[config.mk]
export PLATFORM = sky130hd
export DESIGN_NAME = bcd_updown_scan
export DESIGN_NICKNAME = d
export VERILOG_FILES = /design/src/rtl/bcd_updown_scan.sv
export SDC_FILE = /design/constraint.sdc
export NUM_CORES = 1
export LEC_CHECK = 0
export CAP_MARGIN = 0
export CORE_MARGIN = 3
export CORE_UTILIZATION = 45
export DETAILED_ROUTE_END_ITERATION = 7
export GPL_ROUTABILITY_DRIVEN = 0
export PLACE_DENSITY_LB_ADDON = 0.05
export SYNTH_ARGS = -nofsm -noshare
export SYNTH_HDL_FRONTEND = slang
export SYNTH_SLANG_ARGS = --single-unit
export TNS_END_PERCENT = 50
[constraint.sdc]
create_clock -name clk -period 4.15 [get_ports clk]
set_clock_uncertainty 0.1 [all_clocks]
set_input_delay 0.6225 -clock clk [delete_from_list [all_inputs] [get_ports clk]]
set_output_delay 0.6225 -clock clk [all_outputs]
set_load 0.02 [all_outputs]
[src/rtl/bcd_updown_scan.sv]
// bcd_updown_scan
//
// N-digit BCD up/down counter driving a time-multiplexed common-anode style
// 7-segment display. A free-running tick divider sets the count rate. The
// counter supports enable, direction, synchronous preset and a one-cycle wrap
// flag. A refresh divider walks a one-hot digit enable across the displays,
// with optional leading-zero blanking. All outputs are registered.
//
// Ports
//   clk          clock, all logic on the rising edge
//   rst_n        asynchronous reset, active-HIGH (1 = reset asserted)
//   en_i         count enable, sampled only on tick edges
//   up_i         direction, 1 = increment, 0 = decrement, sampled on tick edges
//   load_i       synchronous preset strobe, overrides a coincident tick
//   load_val_i   preset value, digit i in bits [4i+3:4i]; digits > 9 load as 0
//   blank_lz_i   1 = blank leading zero digits (digit 0 is never blanked)
//   count_o      current BCD value, digit 0 least significant
//   wrap_o       one-cycle pulse after a roll-over / roll-under
//   seg_o        segments {g,f,e,d,c,b,a}, active-low
//   an_o         digit enables, one-hot, active-high

module bcd_updown_scan #(
    parameter int unsigned CLK_FREQ    = 50000000,
    parameter int unsigned TICK_HZ     = 4,
    parameter int unsigned NUM_DIGITS  = 2,
    parameter int unsigned REFRESH_DIV = 131072
) (
    input  logic                    clk,
    input  logic                    rst_n,
    input  logic                    en_i,
    input  logic                    up_i,
    input  logic                    load_i,
    input  logic [4*NUM_DIGITS-1:0] load_val_i,
    input  logic                    blank_lz_i,
    output logic [4*NUM_DIGITS-1:0] count_o,
    output logic                    wrap_o,
    output logic [6:0]              seg_o,
    output logic [NUM_DIGITS-1:0]   an_o
);

    localparam int unsigned TickDiv = CLK_FREQ / TICK_HZ;
    localparam int unsigned TickW   = (TickDiv > 1) ? $clog2(TickDiv) : 1;
    localparam int unsigned ScanW   = (REFRESH_DIV > 1) ? $clog2(REFRESH_DIV) : 1;
    localparam int unsigned IdxW    = (NUM_DIGITS > 1) ? $clog2(NUM_DIGITS) : 1;
    localparam int unsigned CntW    = 4 * NUM_DIGITS;

    localparam logic [TickW-1:0] TickLast = TickW'(TickDiv - 1);
    localparam logic [ScanW-1:0] ScanLast = ScanW'(REFRESH_DIV - 1);
    localparam logic [IdxW-1:0]  IdxLast  = IdxW'(NUM_DIGITS - 1);

    localparam logic [6:0] SegOff = 7'b1111111;

    // Active-low segment pattern for one BCD digit; non-decimal codes go dark.
    function automatic logic [6:0] seg_pattern(input logic [3:0] d);
        logic [6:0] p;
        case (d)
            4'd0:    p = 7'b1000000;
            4'd1:    p = 7'b1111001;
            4'd2:    p = 7'b0100100;
            4'd3:    p = 7'b0110000;
            4'd4:    p = 7'b0011001;
            4'd5:    p = 7'b0010010;
            4'd6:    p = 7'b0000010;
            4'd7:    p = 7'b1111000;
            4'd8:    p = 7'b0000000;
            4'd9:    p = 7'b0010000;
            default: p = SegOff;
        endcase
        return p;
    endfunction

    // ------------------------------------------------------------------
    // Tick generator
    // ------------------------------------------------------------------
    logic [TickW-1:0] tick_cnt_q, tick_cnt_d;
    logic             tick_q, tick_d;

    always_comb begin
        if (tick_cnt_q == TickLast) begin
            tick_cnt_d = '0;
            tick_d     = 1'b1;
        end else begin
            tick_cnt_d = tick_cnt_q + TickW'(1);
            tick_d     = 1'b0;
        end
    end

    // ------------------------------------------------------------------
    // BCD counter
    // ------------------------------------------------------------------
    logic [CntW-1:0] count_q, count_d;
    logic            wrap_q, wrap_d;
    logic [CntW-1:0] load_clean;
    logic [CntW-1:0] step_val;
    logic            step_wrap;
    logic            carry;
    logic [3:0]      digit;
    logic [3:0]      nib;

    // Preset with each out-of-range digit forced to zero.
    always_comb begin
        load_clean = '0;
        nib        = 4'd0;
        for (int i = 0; i < NUM_DIGITS; i++) begin
            nib                  = load_val_i[4*i +: 4];
            load_clean[4*i +: 4] = (nib > 4'd9) ? 4'd0 : nib;
        end
    end

    // Ripple one step through the digits; carry doubles as borrow when counting
    // down. A carry surviving the top digit means the whole value wrapped.
    always_comb begin
        step_val = count_q;
        carry    = 1'b1;
        digit    = 4'd0;
        for (int i = 0; i < NUM_DIGITS; i++) begin
            digit = count_q[4*i +: 4];
            if (carry) begin
                if (up_i) begin
                    if (digit == 4'd9) begin
                        step_val[4*i +: 4] = 4'd0;
                    end else begin
                        step_val[4*i +: 4] = digit + 4'd1;
                        carry              = 1'b0;
                    end
                end else begin
                    if (digit == 4'd0) begin
                        step_val[4*i +: 4] = 4'd9;
                    end else begin
                        step_val[4*i +: 4] = digit - 4'd1;
                        carry              = 1'b0;
                    end
                end
            end
        end
        step_wrap = carry;
    end

    always_comb begin
        count_d = count_q;
        wrap_d  = 1'b0;
        if (load_i) begin
            count_d = load_clean;
        end else if (tick_q && en_i) begin
            count_d = step_val;
            wrap_d  = step_wrap;
        end
    end

    // ------------------------------------------------------------------
    // Display scanner
    // ------------------------------------------------------------------
    logic [ScanW-1:0]    scan_cnt_q, scan_cnt_d;
    logic [IdxW-1:0]     idx_q, idx_d;
    logic [6:0]          seg_q, seg_d;
    logic [NUM_DIGITS-1:0] an_q, an_d;
    logic [NUM_DIGITS:0] upper_zero;
    logic [3:0]          sel_digit;
    logic                sel_blank;

    always_comb begin
        if (scan_cnt_q == ScanLast) begin
            scan_cnt_d = '0;
            idx_d      = (idx_q == IdxLast) ? '0 : idx_q + IdxW'(1);
        end else begin
            scan_cnt_d = scan_cnt_q + ScanW'(1);
            idx_d      = idx_q;
        end
    end

    // upper_zero[i]: digit i and every digit above it are zero.
    always_comb begin
        upper_zero             = '0;
        upper_zero[NUM_DIGITS] = 1'b1;
        for (int i = NUM_DIGITS - 1; i >= 0; i--) begin
            upper_zero[i] = upper_zero[i+1] & (count_q[4*i +: 4] == 4'd0);
        end
    end

    always_comb begin
        sel_digit = 4'd0;
        sel_blank = 1'b0;
        an_d      = '0;
        for (int i = 0; i < NUM_DIGITS; i++) begin
            if (idx_q == IdxW'(i)) begin
                sel_digit = count_q[4*i +: 4];
                sel_blank = blank_lz_i && (i != 0) && upper_zero[i];
                an_d[i]   = 1'b1;
            end
        end
        seg_d = sel_blank ? SegOff : seg_pattern(sel_digit);
    end

    // ------------------------------------------------------------------
    // State
    // ------------------------------------------------------------------
    always_ff @(posedge clk or posedge rst_n) begin
        if (rst_n) begin
            tick_cnt_q <= '0;
            tick_q     <= 1'b0;
            count_q    <= '0;
            wrap_q     <= 1'b0;
            scan_cnt_q <= '0;
            idx_q      <= '0;
            seg_q      <= SegOff;
            an_q       <= '0;
        end else begin
            tick_cnt_q <= tick_cnt_d;
            tick_q     <= tick_d;
            count_q    <= count_d;
            wrap_q     <= wrap_d;
            scan_cnt_q <= scan_cnt_d;
            idx_q      <= idx_d;
            seg_q      <= seg_d;
            an_q       <= an_d;
        end
    end

    assign count_o = count_q;
    assign wrap_o  = wrap_q;
    assign seg_o   = seg_q;
    assign an_o    = an_q;

endmodule

==> flow_summary.json, run 1 <==
{
  "async_flop_share_pct": 100.0,
  "via_count": 2561,
  "cts_tree": "built",
  "ir_drop_mv": 0.1645,
  "drcViolationCount": 0,
  "track_usage_pct": 16.79,
  "reg2reg_from": "tick_cnt_q[8]",
  "clock_path_buffers": 2,
  "fin_crit_sh_pct": 56.24,
  "htreeDepth": 3,
  "start_kind": "register",
  "yosys_warnings": 0,
  "hpwl_um": 4417,
  "wirelength_um": 6471,
  "pin_count": 32,
  "cpPeakStageDelay_ps": 690,
  "hp-class": "in -> async",
  "grt_max_degree": 57,
  "post_cts_buffers": 0,
  "fp.dieW_um": 91.08,
  "ys_seq_elements": 61,
  "maxCapViolCount": 0,
  "crit_slowest_cell": "clkdlybuf4s50_1",
  "p_per_area_nw_per_um2": 349.2,
  "drive_above_1_share_pct": 8.289,
  "cts_buffers": 9,
  "grt_antenna_before_repair": 0,
  "maxSlewHeadroom_pct": 40.99,
  "avgRoutedWirePerCell_um": 13.77,
  "cp-startpoint": "count_o[4]",
  "syn_avg_cell_area_um2": 9.468,
  "cts_root_buffer": "clkbuf_8",
  "worst_pin_slew_ps": 880.3,
  "required_ps": 3430,
  "setup_viol": 0,
  "synthCells": 344,
  "grt_pass1_wl_um": 11310,
  "final_common_cell": "dfrtp_1",
  "cp_top_family": "buffers and inverters",
  "start_util_pct": 47.16,
  "first_global_vias": 2451,
  "synth_area_um2": 3257,
  "seq_area_um2": 1535,
  "antenna_left": 0,
  "gr-total-overflow": 0,
  "drt_iter0_markers": 139,
  "rows": 30,
  "syn-num-nets": 366,
  "fmax_mhz": 428.4,
  "period_minus_slack_ps": 2334,
  "critPathArrivalTime_ps": 1610,
  "antenna_cells": 0,
  "post_cts_resize_count": 0,
  "synth-edff-count": 0,
  "dp_cells": 454,
  "die_area_um2": 8295,
  "final_max_slew_viol_count": 0,
  "p_total_w": 0.001341,
  "synth_ff_type": "dfrtp_1",
  "dr.pass1.iters": 4,
  "status": "finished clean",
  "crit_path_cell_trace": "clkdlybuf4s50_1",
  "layout.cells.non_filler": 470,
  "tns_ps": 0,
  "nets": 391,
  "rsz0062_at_grt": "no",
  "design_area_um2": 3841,
  "viasPerCell": 5.449,
  "die_height_um": 91.08,
  "core_region_area_um2": 6907,
  "multi_input_area_um2": 1619,
  "area_growth_syn_to_layout_pct": 17.94,
  "placed_area_um2": 3630,
  "cts_sinks": 61,
  "critPathCaptureType": "output port",
  "nFillCells": 658,
  "p_leak_nw": 1.612,
  "synth-seq-area-share_pct": 47.14,
  "clk_pin_slew_ps": 70,
  "crit_type": "reg -> out",
  "io_buffers": 31,
  "ys_types": 46,
  "clk_latency_ps": 340,
  "final_cell_mix": "dfrtp_1 (54), nor2_1 (33), clkdlybuf4s50_1 (31)",
  "postCtsHoldBufs": 0,
  "final_hold_viol_count": 0,
  "critPathBufInv": 1,
  "worst-path-max-fanout": 12
}
## through the flow
step | utilization [%] | hold WS, ps | setup slack (ps)
after floorplan | - | 251.9 | 1926
after global routing | 55.62 | 365.2 | 1722
after global placement | 52.55 | 363.5 | 1658
final | 55.62 | 371.6 | 1816
after CTS | 55.62 | 359.8 | 1797
after detailed placement | 52.55 | 371.1 | 1639
## synth_stat cells, types with 7 or more instances
cell type | instances | area [um2]
dfrtp_1 | 54 | 1351
nor2_1 | 33 | 123.9
nand2_1 | 25 | 93.84
o21ai_0 | 20 | 100.1
nand3_1 | 19 | 95.09
a21oi_1 | 18 | 90.09
xor2_1 | 17 | 148.9
clkbuf_1 | 16 | 60.06
xnor2_1 | 14 | 122.6
nand4_1 | 11 | 68.82
inv_1 | 10 | 37.54
mux2i_1 | 9 | 90.09
nor3_1 | 9 | 45.04
or3_1 | 9 | 56.30
ha_1 | 8 | 100.1
and3_1 | 7 | 43.79
dfstp_2 | 7 | 183.9
o31ai_1 | 7 | 52.55
## area by class of cell
type / count / area share, %
multi-input combinational: 255 / 42.15
clock buffer: 13 / 4.397
inverter: 10 / 0.9772
timing repair buffer: 32 / 8.274
sequential: 61 / 39.97
tap: 96 / 3.127
clock inverter: 3 / 1.107
## state kept, by name, summed over array words and instances (netlist names)
signal and cells:
scan_cnt_q 17, tick_q 1, an_o 2, seg_o 7, wrap_o 1, count_o 8
idx_q 1, tick_cnt_q 24
## cells by family (layout without fill, tap and decap cells)
logic type               Yosys count  after routing  synth area share (%)
AND/OR/NAND/NOR                  143            143                 23.20
XOR/XNOR                          31             31                 8.337
multiplexers                      11             11                 3.458
AO/OA/AOI/OAI                     62             62                 11.49
adder cells (fa/ha/maj)            8              8                 3.073
buffers and inverters             28             58                 3.304
flip-flops                        61             61                 47.14
## path summary, 6_finish.rpt
path	to	slack, ps	cells past startpoint
min reg2reg	scan_cnt_q[16]	380	1
min	scan_cnt_q[10]	370	2
max reg2reg	tick_cnt_q[3]	1950	4
max in group asynchronous	scan_cnt_q[6]	2680	3
max	count_o[4]	1820	1
min in group clk	scan_cnt_q[16]	380	1
## layer usage
metal	routed length, um	up-vias	track usage [%]
met2	2863	51	26.30
met5	0	-	0
met4	81	0	6.030
li1	-	1277	-
met1	3260	1225	22.15
met3	265	8	4.805
## report_power, final
group | switching, W | leakage (nW) | total, W | internal, W
Sequential | 0.0000222 | 0.787 | 0.000639 | 0.000617
Clock | 0.000233 | 0.106 | 0.000559 | 0.000326
Combinational | 0.0000758 | 0.720 | 0.000144 | 0.0000677
No activity file was read; power rests on OpenSTA's default activity.
==> inputs of run 2 (changes only) <==
Clock period 4.15 ns to 2.2 ns, I/O delays scaled along.
==> flow_summary.json, run 2 (same netlist as run 1, synthesis figures left out) <==
{
  "start_kind": "register",
  "crit_type": "reg -> out",
  "drive_above_1_share_pct": 10.18,
  "fmax_mhz": 489.3,
  "fp.dieW_um": 91.08,
  "htreeDepth": 3,
  "wirelength_um": 6574,
  "cts_tree": "built",
  "crit_path_cell_trace": "clkdlybuf4s50_1",
  "critPathBufInv": 1,
  "fin_crit_sh_pct": 92.90,
  "grt_pass1_wl_um": 11230,
  "io_buffers": 31,
  "hpwl_um": 4584,
  "antenna_cells": 0,
  "clk_latency_ps": 330,
  "die_area_um2": 8295,
  "nets": 400,
  "rows": 30,
  "top_register": "tick_cnt_q",
  "cts_sinks": 61,
  "post_cts_resize_count": 0,
  "required_ps": 1770,
  "critPathArrivalTime_ps": 1610,
  "status": "finished clean",
  "period_minus_slack_ps": 2044,
  "final_common_cell": "dfrtp_1",
  "clk_pin_slew_ps": 70,
  "p_total_w": 0.002578,
  "postCtsHoldBufs": 0,
  "grt_antenna_before_repair": 0,
  "worst-path-max-fanout": 12,
  "drt_iter0_markers": 101,
  "dr.pass1.iters": 4,
  "critPathCaptureType": "output port",
  "largest_reg_flops": 24,
  "via_count": 2589,
  "final_max_slew_viol_count": 0,
  "cp_top_family": "buffers and inverters",
  "cts_buffers": 9,
  "crit_slowest_cell": "clkdlybuf4s50_1",
  "die_height_um": 91.08,
  "grt_max_degree": 38,
  "gr-total-overflow": 0,
  "final_hold_viol_count": 0,
  "viasPerCell": 5.405,
  "p_leak_nw": 1.667,
  "maxCapViolCount": 0,
  "core_region_area_um2": 6907,
  "post_cts_buffers": 0,
  "area_growth_syn_to_layout_pct": 20.02,
  "ir_drop_mv": 0.3945,
  "pin_count": 32,
  "hp-class": "in -> async",
  "avgRoutedWirePerCell_um": 13.72,
  "drcViolationCount": 0,
  "clock_path_buffers": 2,
  "cts_root_buffer": "clkbuf_8",
  "p_per_area_nw_per_um2": 659.5,
  "start_util_pct": 47.16,
  "rsz0062_at_grt": "no",
  "tns_ps": 0,
  "final_cell_mix": "dfrtp_1 (54), nor2_1 (33), clkdlybuf4s50_1 (31)",
  "setup_viol": 0,
  "first_global_vias": 2391,
  "worst_pin_slew_ps": 586.4,
  "antenna_left": 0,
  "cpPeakStageDelay_ps": 690,
  "maxSlewHeadroom_pct": 60.79,
  "track_usage_pct": 16.65
}
[run 2: cell types whose count changed in the layout (fill, tap and decap cells not counted), sizes merged]
cell,change
clkinv,+2
bufinv,+1
buf,+9
clkinvlp,-1
clkbuf,-2
[run 2: path summary, 6_finish.rpt]
kind	from	to	slack (ps)	depth (start not counted)
min in group clk	scan_cnt_q[0]	scan_cnt_q[0]	380	1
max reg2reg	tick_cnt_q[0]	tick_cnt_q[20]	160	5
min	rst_n	scan_cnt_q[1]	270	3
min reg2reg	scan_cnt_q[0]	scan_cnt_q[0]	380	1
max	count_o[2]	count_o[2]	160	1
max in group asynchronous	rst_n	count_o[1]	1340	3
[run 2: final cells by class]
cell class                      instances  area [um2]
Fill cell                             636        2998
Multi-Input combinational cell        255        1614
Sequential cell                        61        1535
Timing Repair Buffer                   41       385.4
Clock buffer                           11       141.4
Tap cell                               96       120.1
Clock inverter                          5       75.07
Inverter                               10       37.54
[run 2: through the flow]
stage / worst slack, ps / cell area (um2) / hold WS [ps] / utilization [%] / instances
final: 156.2 / 3909 / 269.9 / 56.59 / 479
after global routing: 41.25 / 3909 / 307.9 / 56.59 / 479
after CTS: 113.2 / 3909 / 267.4 / 56.59 / 479
after detailed placement: 138.6 / 3692 / 371.3 / 53.46 / 463
after global placement: 186.3 / 3692 / 367.2 / 53.46 / 463
after floorplan: 194.0 / 3257 / 251.9 / - / 344
[run 2: layer usage]
| metal | up-vias | GRT usage [%] | wire length, um |
|---|---|---|---|
| met1 | 1248 | 23.89 | 3473 |
| li1 | 1294 | - | - |
| met2 | 40 | 24.46 | 2870 |
| met5 | - | 0 | 0 |
| met4 | 0 | 7.286 | 63 |
| met3 | 7 | 3.065 | 166 |
[run 2: tightest hold or removal path: stages]
cell and delay (ps):
clkdlybuf4s50_1 410, inv_2 60, buf_4 290
[run 2: report_power, final]
group          internal, W  switching [W]  total (W)
combinational     0.000134       0.000152   0.000286
clock             0.000664       0.000428    0.00109
sequential         0.00116      0.0000372    0.00120
